## src/rtl/coriolis_fxp_scale_node.sv

```systemverilog
// Streaming fixed-point scale node: out1 = sat(round(in1 * COEF / 2^FRAC)).
// LAT-deep valid/data pipeline with back-pressure and an in-flight beat counter.
module coriolis_fxp_scale_node #(
  parameter int unsigned            STREAMW = 34,
  parameter int unsigned            CW      = 18,
  parameter logic signed [CW-1:0]   COEF    = 18'sh0_4000,
  parameter int unsigned            FRAC    = 14,
  parameter int unsigned            LAT     = 4,
  parameter int unsigned            CNTW    = 5
) (
  input  logic                      clk,
  input  logic                      rst,
  input  logic                      ivalid_in1,
  input  logic signed [STREAMW-1:0] in1,
  output logic                      iready,
  output logic                      ovalid,
  output logic signed [STREAMW-1:0] out1,
  input  logic                      oready,
  output logic [CNTW-1:0]           count
);

  localparam int unsigned PW = STREAMW + CW;

  logic signed [PW-1:0]      prod_c;
  logic signed [PW-1:0]      rnd_c;
  logic signed [PW-1:0]      shr_c;
  logic signed [STREAMW-1:0] res_c;
  logic                      fits_c;
  logic                      accept_c;
  logic                      deliver_c;

  logic [LAT-1:0]            v;
  logic signed [STREAMW-1:0] d [LAT];

  // Full-precision product; PW bits always hold the extreme corner product.
  assign prod_c = PW'(in1) * PW'(COEF);

  if (FRAC == 0) begin : g_no_round
    assign rnd_c = prod_c;
  end else begin : g_round
    assign rnd_c = prod_c + (PW'(1) <<< (FRAC - 1));
  end

  assign shr_c = rnd_c >>> FRAC;

  // Result fits when every bit above the output sign bit matches it.
  assign fits_c = (shr_c[PW-1:STREAMW-1] == {(CW + 1){shr_c[PW-1]}});
  assign res_c  = fits_c ? shr_c[STREAMW-1:0]
                         : {shr_c[PW-1], {(STREAMW - 1){~shr_c[PW-1]}}};

  assign iready    = ~v[LAT-1] | oready;
  assign ovalid    = v[LAT-1];
  assign out1      = d[LAT-1];
  assign accept_c  = ivalid_in1 & iready;
  assign deliver_c = ovalid & oready;

  always_ff @(posedge clk or posedge rst) begin
    if (rst) begin
      v     <= '0;
      count <= '0;
      for (int unsigned i = 0; i < LAT; i++) begin
        d[i] <= '0;
      end
    end else begin
      // Whole pipeline moves together; bubbles are carried, not squeezed out.
      if (iready) begin
        v[0] <= ivalid_in1;
        if (ivalid_in1) begin
          d[0] <= res_c;
        end
        for (int unsigned i = 1; i < LAT; i++) begin
          v[i] <= v[i-1];
          d[i] <= d[i-1];
        end
      end
      count <= count + CNTW'(accept_c) - CNTW'(deliver_c);
    end
  end

endmodule

```

## config.mk

```make
export PLATFORM = sky130hd
export DESIGN_NAME = coriolis_fxp_scale_node
export DESIGN_NICKNAME = d
export VERILOG_FILES = /design/src/rtl/coriolis_fxp_scale_node.sv
export SDC_FILE = /design/constraint.sdc
export NUM_CORES = 1
export LEC_CHECK = 0
export CELL_PAD_IN_SITES_DETAIL_PLACEMENT = 0
export CELL_PAD_IN_SITES_GLOBAL_PLACEMENT = 1
export CORE_ASPECT_RATIO = 0.7
export CORE_UTILIZATION = 40
export CTS_CLUSTER_DIAMETER = 30
export DETAILED_ROUTE_END_ITERATION = 7
export PLACE_DENSITY = 0.75
export SYNTH_ARGS = -nofsm -noshare
export SYNTH_HDL_FRONTEND = slang
export SYNTH_SLANG_ARGS = --single-unit
```

## constraint.sdc

```tcl
create_clock -name clk -period 6.4 [get_ports clk]
set_input_delay 0.96 -clock clk [delete_from_list [all_inputs] [get_ports clk]]
set_output_delay 0.96 -clock clk [all_outputs]
set_load 0.01 [all_outputs]
```

==> flow_metrics.tcl <==
set metrics [dict create \
    leakagePower_nw 3.66 \
    hold_slack_ns 0.461 \
    ys_seq_area_share_pct 61.3 \
    worstSetupPathType "primary input to flip-flop" \
    final_cell_count_no_fill 824 \
    clk_path_buf_depth 2 \
    fin_crit_sh_pct 62.5 \
    synth_cell_types 21 \
    cts.hold.buffers_added 0 \
    crit_chain "clkdlybuf4s50_1, nor2b_4, inv_6, nand2_4, ha_1, inv_1, ha_1, inv_1, fa_1, nand2b_1, a21oi_1, xnor2_1" \
    grt_pass1_vias 3767 \
    coreArea_um2 14200 \
    grt_max_degree 108 \
    setup_slack_ns 2.40 \
    syn-num-nets 626 \
    grt.total_usage_pct 14.7 \
    vias 3564 \
    relSlewSlack_pct 30.6 \
    cts_root_buf "clkbuf_16" \
    overflow 0 \
    num-nets-final 665 \
    syn_area_um2 5920 \
    dp_hpwl_um 6110 \
    ios 79 \
    avgSynthCellArea_um2 10.2 \
    grt_setup_unrepaired "false" \
    cp_data_arrival_time_ns 4.33 \
    ys.flop_type "dfrtp_1" \
    postSynth.asyncResetShare_pct 100 \
    clock_sinks 145 \
    synth_warnings 0 \
    status "finished, final reports clean" \
    grt_pass1_wl_um 17800 \
    clock_latency_ns 0.41 \
    wl_per_cell_um 12.2 \
    synth.most_common_cell "nand2_1" \
    die_w_um 147 \
    hp-class "flip-flop to flip-flop" \
    synth_common_cells "314 x nand2_1, 145 x dfrtp_1, 34 x buf_4" \
    portBuffers 78 \
    utilization_pct 50.7 \
    dpl_cell_area_um2 6560 \
    final-setup-viol-count 0 \
    fmax_ghz 0.250 \
    area_growth_pct 21.7 \
    tightest_slew_ns 1.04 \
    gr-usage-met1_pct 19.0 \
    drc_errors 0 \
    htreeDepth 4 \
    fin_area_um2 7200 \
    initial_utilization_pct 41.7 \
    dp.cells 792 \
    synth_edf_count 0 \
    drtIter0Drc 200 \
    chipHeight_um 104 \
    cts.repair.resized 0 \
    dr.pass1.iters 4 \
    drv_cap 0 \
    power.density_nw_per_um2 505 \
    finClkSkew_ns 0.0108 \
    critPathLaunchType "primary input" \
    cp_slowest_cell "nand2_4" \
    synthCells 582 \
    globalRouteMet3Util_pct 4.49 \
    worst-r2r-setup-slack_ns 3.01 \
    antenna_found_initial 0 \
    drt.antenna.violating_nets 0 \
    vdd_drop_max_uv 208 \
    drive_above_1_share_pct 11.0 \
    setup-tns-final_ns 0 \
    cts_setup_buffers 0 \
    cp_slowest_stage_delay_ns 0.55 \
    path_clk_slew_ns 0.06 \
    synth.largest_area_cell "dfrtp_1" \
    routed_wl_um 10100 \
    cts_tree "done" \
    diodes 0 \
    dieArea_um2 15300 \
    use_met2_pct 23.8 \
    synth_top_area_share_pct 61.3 \
    synth_area_leaders "dfrtp_1 61%, nand2_1 20%, mux2_4 7.1%" \
    busiest_layer "met2" \
    path_max_fanout 107 \
    worst-endpoint-required_ns 6.73 \
    finalWeightedCongestion 0.713 \
    dpl_worst_slack_ns 1.92 \
    cts_buffers 17 \
    end_kind "flip-flop" \
    row_count 36 \
    hold_viol_final 0 \
    fin_crit_ns 4.00 \
    via_per_inst 4.33 \
    slew_viol_final 0 \
    total_power_mw 3.63 \
    synth_seq_cells 145 \
]
## cells by family after synthesis
logic type,Yosys count,synth area share (%)
xor gates and xnor gates,4,0.592
and+or+nand+nor,321,20.8
AOI/OAI and AO/OA,3,0.296
buffers and inverters,69,7.36
adders and majority gates,6,1.40
DFF,145,61.3
muxes,34,8.25
## layout make-up
| class | count | area [µm²] |
|---|---|---|
| fillers | 1296 | 6990 |
| flip-flops and latches | 145 | 3630 |
| multi-input cells | 368 | 1850 |
| well taps | 190 | 238 |
| inverters | 9 | 43.8 |
| repair buffers | 80 | 796 |
| clock buffers | 23 | 488 |
| clock inverters | 9 | 151 |
## layout by cell type (no fill, tap or decap), types with 2 or more instances in the layout
cell type	Yosys	layout
a21oi_1	2	2
clkinv_2	0	3
mux2_4	28	28
dfrtp_1	145	145
clkbuf_8	0	4
clkbuf_1	11	2
ha_1	5	5
nand2_1	314	314
xnor2_1	3	3
inv_1	8	7
inv_6	1	3
clkbuf_16	0	17
mux2_2	6	6
nor2_1	2	2
nand2b_1	2	2
clkdlybuf4s50_1	0	78
bufinv_16	0	4
buf_4	34	2
## state kept, by name, indices dropped and copies added, names as in the netlist
register  flops
count         5
d           102
out1         34
v             4
## power by group
| part | internal (mW) | switching (mW) | leakage (nW) |
|---|---|---|---|
| Clock | 0.694 | 0.357 | 0.314 |
| Sequential | 1.32 | 0.214 | 1.74 |
| Combinational | 0.533 | 0.515 | 1.60 |
| Total | 2.55 | 1.09 | 3.66 |
## critical path, delay by kind of cell
kind	cells	cell delay [ns]
AOI/OAI and AO/OA	1	0.18
xor gates and xnor gates	1	0.13
adders and majority gates	3	1.04
buffers and inverters	4	1.18
and+or+nand+nor	3	0.80
## path summary, 6_finish.rpt
kind / from / to / depth (start not counted)
max: oready / count[4] / 12
min: out1[26] / out1[26] / 2
max reg2reg: v[3] / count[4] / 11
min reg2reg: out1[26] / out1[26] / 2
max in group asynchronous: rst / d[42] / 3
min in group asynchronous: rst / d[87] / 2
## layer usage
layer / wire length [µm] / part of all wire (%)
met2: 4770 / 47
met4: 54 / 0.54
met1: 4820 / 48
met5: 0 / 0
met3: 437 / 4.3
No activity file was read; power rests on OpenSTA's default activity.
